[config.mk]
export PLATFORM = sky130hd
export DESIGN_NAME = seven_seg_scanner
export DESIGN_NICKNAME = d
export VERILOG_FILES = /design/src/rtl/seven_seg_scanner.sv
export SDC_FILE = /design/constraint.sdc
export NUM_CORES = 1
export LEC_CHECK = 0
export BUFFER_PORTS_ARGS = -buffer_cell sky130_fd_sc_hd__buf_2
export CAP_MARGIN = 10
export CORE_MARGIN = 4
export CORE_UTILIZATION = 51
export DETAILED_ROUTE_END_ITERATION = 12
export PLACE_DENSITY = 0.75
export SETUP_SLACK_MARGIN = 0.1
export SLEW_MARGIN = 20
export SYNTH_ARGS = -nofsm -noshare
export SYNTH_HDL_FRONTEND = slang
export SYNTH_SLANG_ARGS = --single-unit
[constraint.sdc]
create_clock -name clock -period 3 [get_ports clock]
set_clock_uncertainty 0.2 [all_clocks]
set_input_delay 0.15 -clock clock [delete_from_list [all_inputs] [get_ports clock]]
set_output_delay 0.15 -clock clock [all_outputs]
set_load 0.02 [all_outputs]
[src/rtl/seven_seg_scanner.sv]
`default_nettype none
// ============================================================================
// Module   : seven_seg_scanner
// Brief    : Four-digit common-anode hex scanner with frame latch and blanking.
// Revision : 1.0
// ============================================================================

module seven_seg_scanner #(
    parameter int BLANK_CYCLES = 8
) (
    input  logic        clock,
    input  logic        reset,
    input  logic        div_clock,
    input  logic [15:0] value,
    input  logic [3:0]  dp_in,
    input  logic [3:0]  blank_in,
    output logic [3:0]  anode,
    output logic [6:0]  seg,
    output logic        dp
);

    typedef enum logic [1:0] {
        ST_WAIT  = 2'd0,
        ST_BLANK = 2'd1,
        ST_SHOW  = 2'd2
    } state_t;

    localparam bit         c_no_blank = (BLANK_CYCLES == 0);
    localparam logic [7:0] c_cnt_last = c_no_blank ? 8'd0 : 8'(BLANK_CYCLES - 1);

    function automatic logic [6:0] hex_to_seg(input logic [3:0] nib);
        logic [6:0] s;
        case (nib)
            4'h0: s = 7'b1000000;
            4'h1: s = 7'b1111001;
            4'h2: s = 7'b0100100;
            4'h3: s = 7'b0110000;
            4'h4: s = 7'b0011001;
            4'h5: s = 7'b0010010;
            4'h6: s = 7'b0000010;
            4'h7: s = 7'b1111000;
            4'h8: s = 7'b0000000;
            4'h9: s = 7'b0010000;
            4'hA: s = 7'b0001000;
            4'hB: s = 7'b0000011;
            4'hC: s = 7'b1000110;
            4'hD: s = 7'b0100001;
            4'hE: s = 7'b0000110;
            default: s = 7'b0001110;
        endcase
        return s;
    endfunction

    logic        sync0_q, sync0_d;
    logic        sync1_q, sync1_d;
    logic        prev_q, prev_d;
    logic        fill0_q, fill0_d;
    logic        fill1_q, fill1_d;
    logic        armed_q, armed_d;
    state_t      state_q, state_d;
    logic [1:0]  index_q, index_d;
    logic [7:0]  cnt_q, cnt_d;
    logic [15:0] frame_value_q, frame_value_d;
    logic [3:0]  frame_dp_q, frame_dp_d;
    logic [3:0]  frame_blank_q, frame_blank_d;
    logic [3:0]  anode_q, anode_d;
    logic [6:0]  seg_q, seg_d;
    logic        dp_q, dp_d;

    logic        tick;
    logic        capture;
    logic [3:0]  nibble;

    // Synchronizer plus arming: a tick is only allowed once a genuine low has
    // been seen on sync1, so a div_clock already high at reset release is ignored.
    always_comb begin
        sync0_d = div_clock;
        sync1_d = sync0_q;
        prev_d  = sync1_q;
        fill0_d = 1'b1;
        fill1_d = fill0_q;
        armed_d = armed_q | (fill1_q & ~sync1_q);
        tick    = sync1_q & ~prev_q & armed_q;
    end

    always_comb begin
        state_d = state_q;
        index_d = index_q;
        cnt_d   = cnt_q;
        capture = 1'b0;

        case (state_q)
            ST_WAIT: begin
                if (tick) begin
                    index_d = 2'd0;
                    capture = 1'b1;
                    cnt_d   = 8'd0;
                    state_d = c_no_blank ? ST_SHOW : ST_BLANK;
                end
            end
            ST_BLANK: begin
                if (cnt_q == c_cnt_last) begin
                    cnt_d   = 8'd0;
                    state_d = ST_SHOW;
                end else begin
                    cnt_d = cnt_q + 8'd1;
                end
            end
            ST_SHOW: begin
                if (tick) begin
                    index_d = index_q + 2'd1;
                    capture = (index_d == 2'd0);
                    cnt_d   = 8'd0;
                    state_d = c_no_blank ? ST_SHOW : ST_BLANK;
                end
            end
            default: begin
                state_d = ST_WAIT;
                index_d = 2'd0;
                cnt_d   = 8'd0;
            end
        endcase
    end

    always_comb begin
        frame_value_d = frame_value_q;
        frame_dp_d    = frame_dp_q;
        frame_blank_d = frame_blank_q;
        if (capture) begin
            frame_value_d = value;
            frame_dp_d    = dp_in;
            frame_blank_d = blank_in;
        end
    end

    // Outputs are decoded from next-state values so the registered anode
    // changes in the same edge as the state, giving a clean one-cold hand-off.
    always_comb begin
        nibble  = frame_value_d[{index_d, 2'b00} +: 4];
        anode_d = 4'b1111;
        seg_d   = 7'b1111111;
        dp_d    = 1'b1;
        if (state_d == ST_SHOW && !frame_blank_d[index_d]) begin
            anode_d          = 4'b1111;
            anode_d[index_d] = 1'b0;
            seg_d            = hex_to_seg(nibble);
            dp_d             = ~frame_dp_d[index_d];
        end
    end

    always_ff @(posedge clock or negedge reset) begin
        if (!reset) begin
            sync0_q       <= 1'b0;
            sync1_q       <= 1'b0;
            prev_q        <= 1'b0;
            fill0_q       <= 1'b0;
            fill1_q       <= 1'b0;
            armed_q       <= 1'b0;
            state_q       <= ST_WAIT;
            index_q       <= 2'd0;
            cnt_q         <= 8'd0;
            frame_value_q <= 16'd0;
            frame_dp_q    <= 4'd0;
            frame_blank_q <= 4'd0;
            anode_q       <= 4'b1111;
            seg_q         <= 7'b1111111;
            dp_q          <= 1'b1;
        end else begin
            sync0_q       <= sync0_d;
            sync1_q       <= sync1_d;
            prev_q        <= prev_d;
            fill0_q       <= fill0_d;
            fill1_q       <= fill1_d;
            armed_q       <= armed_d;
            state_q       <= state_d;
            index_q       <= index_d;
            cnt_q         <= cnt_d;
            frame_value_q <= frame_value_d;
            frame_dp_q    <= frame_dp_d;
            frame_blank_q <= frame_blank_d;
            anode_q       <= anode_d;
            seg_q         <= seg_d;
            dp_q          <= dp_d;
        end
    end

    assign anode = anode_q;
    assign seg   = seg_q;
    assign dp    = dp_q;

endmodule

`default_nettype wire

## After elaboration in Yosys (flattened, before gate mapping)

Memory sizes are Yosys's and may differ from the RTL's.
Index checks and enable logic that the tools add are counted.

| word-level totals | value |
|---|---|
| output and inout port bits | 12 |
| register bits after elaboration | 54 |
| input port bits | 27 |
| memory bits (read-only) | 112 |
| logic and storage cells | 64 |
| memories kept | 1 |

| operators by class | value |
|---|---|
| equality and inequality tests | 5 |
| shifts and indexed selects | 1 |
| magnitude comparators | 2 |
| add/sub/neg operators | 2 |
| bitwise gates (word level) | 8 |
| mux-type cells | 24 |
| reduce and logical (&&, ||, !) cells | 6 |

Memory list:

| name | words | width | read ports | clocked after Yosys merged registers in | write ports | line | source |
|---|---|---|---|---|---|---|---|
| (name not given) | 16 | 7 | 1 | 0 | 0 | 33 | `case (nib)` |

Operators by type and width:

| cell | number |
|---|---|
| two-way mux 16 bit | 1 |
| two-way mux 8 bit | 2 |
| case mux 8 bit (2 select lines) | 1 |
| variable part select 16 x 5 -> 4 bit | 1 |
| two-way mux 4 bit | 3 |
| adder 8 x 1 -> 8 bit, second input constant | 1 |
| equality test 8 x 3 -> 1 bit, second input constant | 1 |
| two-way mux 2 bit | 4 |
| two-way mux 7 bit | 1 |
| two-way mux 1 bit | 6 |
| case mux 2 bit (3 select lines) | 1 |
| binary-select mux 1 bit (select 2 bit) | 2 |
| equality test 2 bit, second input constant | 2 |
| logical NOT 2 bit | 2 |
| inverter 4 bit | 1 |
| case mux 2 bit (2 select lines) | 1 |
| AND 1 bit | 3 |
| less-than comparator 2 x 3 -> 1 bit, second input constant | 1 |
| inverter 1 bit | 3 |
| adder 2 x 1 -> 2 bit, second input constant | 1 |
| demux 1 bit (select 2 bit) | 1 |
| equality test 2 x 1 -> 1 bit, second input constant | 1 |
| >= comparator 2 x 1 -> 1 bit, second input constant | 1 |
| logical AND 1 bit | 2 |
| 5 further kinds | 5 |

## Logic depth before layout (Yosys ltp)

| logic depth | value |
|---|---|
| word-level depth | 11 |
| mapped depth | 13 |
| gate-level depth less buffers | 12 |

## Worst setup path after synthesis

No wires, ideal clock.

| timing path | value |
|---|---|
| path type | reg2reg |
| start point | register prev_q |
| end point | register seg_q[3] (netlist: seg[3]) |
| library setup time | 0.084 ns |
| buffers on the path | 0 |
| cell stages (with the launch flop) | 12 |
| data required time | 2.716 ns |
| setup slack | 0.132 ns |
| arrival | 2.584 ns |
| period minus slack after synthesis | 2.868 ns |
| cells stage by stage | dfrtp_1 -> nand3b_4 -> ha_1 -> nor2b_1 -> o21a_1 -> nor2_4 -> mux2i_1 -> clkinv_1 -> ha_1 -> nor2_1 -> a211oi_1 -> o21ai_1 |

| on the way | value |
|---|---|
| cells in the longest elaborated chain, start to end | 11 |
| elaborated cells on any way between the ends | 21 |
| those cells by class | eq/ne (1); shift (1); mux (13); bitwise (3); reduce/logical (2); memory (1) |

Ends and longest elaborated chain:

| what | line | source |
|---|---|---|
| start: declaration | 56 | `logic prev_q, prev_d;` |
| start signal: assignment | 171 | `prev_q <= prev_d;` |
| inverter 1 bit * | 83 | `tick = sync1_q & ~prev_q & armed_q;` |
| AND 1 bit * (2 in a row) | 83 |  |
| branches (longest 7 deep; another with memory read (16 x 7 bit)) | -- |  |
| two-way mux 7 bit * | 143 | `if (state_d == ST_SHOW && !frame_blank_d[index_d]) begin` |
| net seg_d[3] | 67 | `logic [6:0] seg_q, seg_d;` |
| end signal: assignment | 182 | `seg_q <= seg_d;` |
| end: declaration | 67 |  |

Mark *: on every way through the listed nets, which the timed path passes. The select of a mux whose other input is x is not followed.
A chain may end at the register's enable or synchronous reset.

## Worst setup path in the final report

| timing path | value |
|---|---|
| start point | register index_q[0] |
| end point | register seg_q[3] (netlist: seg[3]) |

| on the way | value |
|---|---|
| cells in the longest elaborated chain, start to end | 10 |
| elaborated cells on any way between the ends | 16 |
| those cells by class | add/sub (1); shift (1); mux (10); reduce/logical (3); memory (1) |

Ends and longest elaborated chain:

| what | line | source |
|---|---|---|
| start: declaration | 61 | `logic [1:0] index_q, index_d;` |
| start signal: assignment | 176 | `index_q <= index_d;` |
| branches (longest 9 deep; another with memory read (16 x 7 bit)) | -- |  |
| two-way mux 7 bit * | 143 |  |
| net seg_d[3] | 67 |  |

Marks and branches as above.

==> results.ini <==
[outcome]
status=complete, no violations

[drt]
first_pass_iters=4
remaining_drc_errors=0
drt-total-wl_um=5400
drt_iter0_drc=98
vias_per_cell=5.35
ant_nets=0
wire_per_inst_um=14.6
num_vias=1985

[pwr]
ir_worst_vdd_mv=0.508
p_int_mw=1.74
power_mw=2.73
clkPwrFrac_pct=15.6
seqPwrFrac_pct=39.5
cellLeakagePower_nw=1.54
pwr_density_cell_nw_per_um2=801
netSwitchingFraction_pct=36.4
combPwrFrac_pct=44.9
p_switching_uw=994

[synthesis]
synth_top_flop_cell=dfrtp_1
synth_area_sq_um=2670
synthTopCellsByCount=dfrtp_1, mux2_1, mux2i_1
syn_nets=257
ys_seq_elements=54
synth_warnings=0
seq_area_frac_synth_pct=51.3
synth_compound_area_share_pct=9.30
yosys-top-cells-area=dfrtp_1, dfstp_2, mux2_1
async_flop_share_pct=100
ys_types=52
synth_xor_area_share_pct=0.657
syn_area_per_cell_sq_um=12.1
synth_edf_count=0
yosys.area.top_type=dfrtp_1
netlist.area_leader.share_pct=39.4
synth_fa_ha_area_share_pct=4.23
yosysMostFrequentCell=dfrtp_1
synth_top_family_by_area=multiplexers
syn_inst=221
yosys.area_share.simple_pct=11.8
synth_mux_area_share_pct=19.3

[worst_setup_path]
crit_fanout=7
worstRegToRegCells=12
critPathBufInv=2
rr_endpoint=seg[3]$_DFF_PN1_
end_kind=flip-flop
crit_chain=ha_1 -> and2_1 -> mux2i_1 -> o21a_2 -> buf_4 -> mux2i_1 -> mux2i_2 -> inv_2 -> ha_1 -> nor2_1 -> a211oi_1 -> o21ai_1
critPathTopFamily=adder cells
crit-reg2reg-launch=index_q[0]$_DFF_PN0_
worst-endpoint-arrival_ns=2.79
slowest_stage=dfrtp_1
cp_slowest_stage_delay_ns=0.42
crit_path_start_kind=flip-flop
worstSetupPathType=reg2reg
crit_required_ns=3.04
regToRegSetupSlack_ns=0.24

[global_routing]
antenna_found_initial=0
grt_overflow=0
track_usage_pct=18.1
grt_max_degree=55
grt_pass1_vias=1908
grt_pass1_wl_um=8950

[placement]
gp_congestion=0.810
io_buffers=38
dpl.hpwl_um=3660
dpl_cell_area_sq_um=2980

[final_layout]
drive_gt1_share_pct=34.9
antennaDiodeCount=0
syn_to_final_growth_pct=27.9
fin_area_sq_um=3410
fillers=397
num-nets-final=336

[timing]
fmax_ghz=0.363
tightest_slew_ns=0.665
fin_tns_setup_ns=0
rsz0062_at_grt=yes
setup_viol=0
finalHoldViolCount=0
fin_crit_sh_pct=91.9
slew_violations=0
slew_headroom_pct=55.7
period_needed_ns=2.76

[cts]
clock_path_buffers=2
clock-sinks=54
root_buffer=clkbuf_8
cts_tree=done
clk_pin_slew_ns=0.10
cts_made_buffers=5
cts_max_level=2
insertion_delay_ns=0.31

[die]
core_sq_um=5070
die_y_um=80.3
die_x_um=80.3
die_area_sq_um=6450
placementRows=26
start_util_pct=52.5
ioPinCount=39

[min_path]
holdPathStages=0
worst_hold_path_type=reg2reg
min_from=fill0_q$_DFF_PN0_
hold_end=fill1_q$_DFF_PN0_

[run]
cap_viol_max_count=0

-- logic make-up (layout without fill, tap and decap cells) --
kind of cell,Yosys count,after routing
multiplexers,43,43
flip-flops,54,54
XOR/XNOR,2,2
AO/OA/AOI/OAI,38,38
buffers and inverters,17,96
AND/OR/NAND/NOR,57,58
other,1,1
adder cells (fa/ha/maj),9,9
-- routing by layer --
| metal | wire length (um) | share of wire, % | track usage (%) |
|---|---|---|---|
| met5 | 0 | 0 | 0 |
| met1 | 2410 | 45 | 23.6 |
| met2 | 2710 | 50 | 30.1 |
| met4 | 79 | 1.5 | 5.57 |
| met3 | 194 | 3.6 | 3.92 |
-- layout by cell type (no fill, tap or decap), types with 5 or more instances in the layout --
cell	n
dlygate4sd3_1	26
o21ai_0	8
buf_4	15
nor2_1	8
o21ai_1	8
dfrtp_1	42
ha_1	7
buf_2	38
inv_2	5
nor3_1	5
dfstp_2	12
nand2_1	13
mux2i_1	12
mux2_1	17
mux2_2	5
clkbuf_8	6
-- sequential cells by signal, summed over array words and instances (netlist names), 2 cells and up --
signal,count
state_q,2
frame_blank_q,4
frame_dp_q,4
seg,7
cnt_q,8
anode,4
index_q,2
frame_value_q,16
-- repair_timing --
action	in CTS	in global routing
hold buffers	26	0
endpoints found under the setup margin	5	8
resized for setup	4	12
buffers inserted	0	3
pin swaps	0	3
hold endpoints to repair	67	0
gates cloned	0	1
-- cell type report --
cell class,count,area (sq um),share of cell area (%)
multi-input cells,151,1260,37.0
inverters,9,36.3,1.06
clock inverters,1,8.76,0.257
clock buffers,7,86.3,2.53
repair buffers,79,563,16.5
well taps,70,87.6,2.57
flip-flops and latches,54,1370,40.1
-- power by group through the flow --
| stage | Clock [mW] | Combinational, mW | Sequential, mW |
|---|---|---|---|
| detailed placement | 0 | 1.14 | 1.09 |
| global placement | 0 | 1.12 | 1.08 |
| global route | 0.463 | 1.38 | 1.11 |
| floorplan | 0 | 0.872 | 1.07 |
| CTS | 0.436 | 1.19 | 1.08 |
| finish | 0.425 | 1.23 | 1.08 |
-- worst max path at each step --
| stage | to | from | cells after the start |
|---|---|---|---|
| 3_5_place_dp | seg[4]$_DFF_PN1_ | index_q[0]$_DFF_PN0_ | 11 |
| 3_3_place_gp | seg[5]$_DFF_PN1_ | prev_q$_DFF_PN0_ | 12 |
| 4_1_cts | seg[4]$_DFF_PN1_ | index_q[0]$_DFF_PN0_ | 12 |
| 5_1_grt | seg[6]$_DFF_PN1_ | prev_q$_DFF_PN0_ | 11 |
| 6_report | seg[3]$_DFF_PN1_ | index_q[0]$_DFF_PN0_ | 12 |
| 2_1_floorplan | seg[3]$_DFF_PN1_ | prev_q$_DFF_PN0_ | 11 |
-- metrics by stage --
step,setup WS [ns],utilization [%],std cells,hold WS (ns)
5_1_grt,0.0669,67.2,371,0.173
2_1_floorplan,0.132,-,221,-0.346
3_3_place_gp,0.0923,58.8,333,0.0593
3_5_place_dp,0.0573,58.8,333,0.0593
6_report,0.242,67.2,371,0.159
4_1_cts,0.101,66.0,367,0.162
-- worst reg2reg max path: stages, from the launching register on --
cell,delay [ns]
dfrtp_1,0.42
ha_1,0.29
and2_1,0.14
mux2i_1,0.12
o21a_2,0.19
buf_4,0.18
mux2i_1,0.10
mux2i_2,0.28
inv_2,0.11
ha_1,0.32
nor2_1,0.05
a211oi_1,0.20
o21ai_1,0.10
Note: power is estimated with default switching activity, not from simulation.
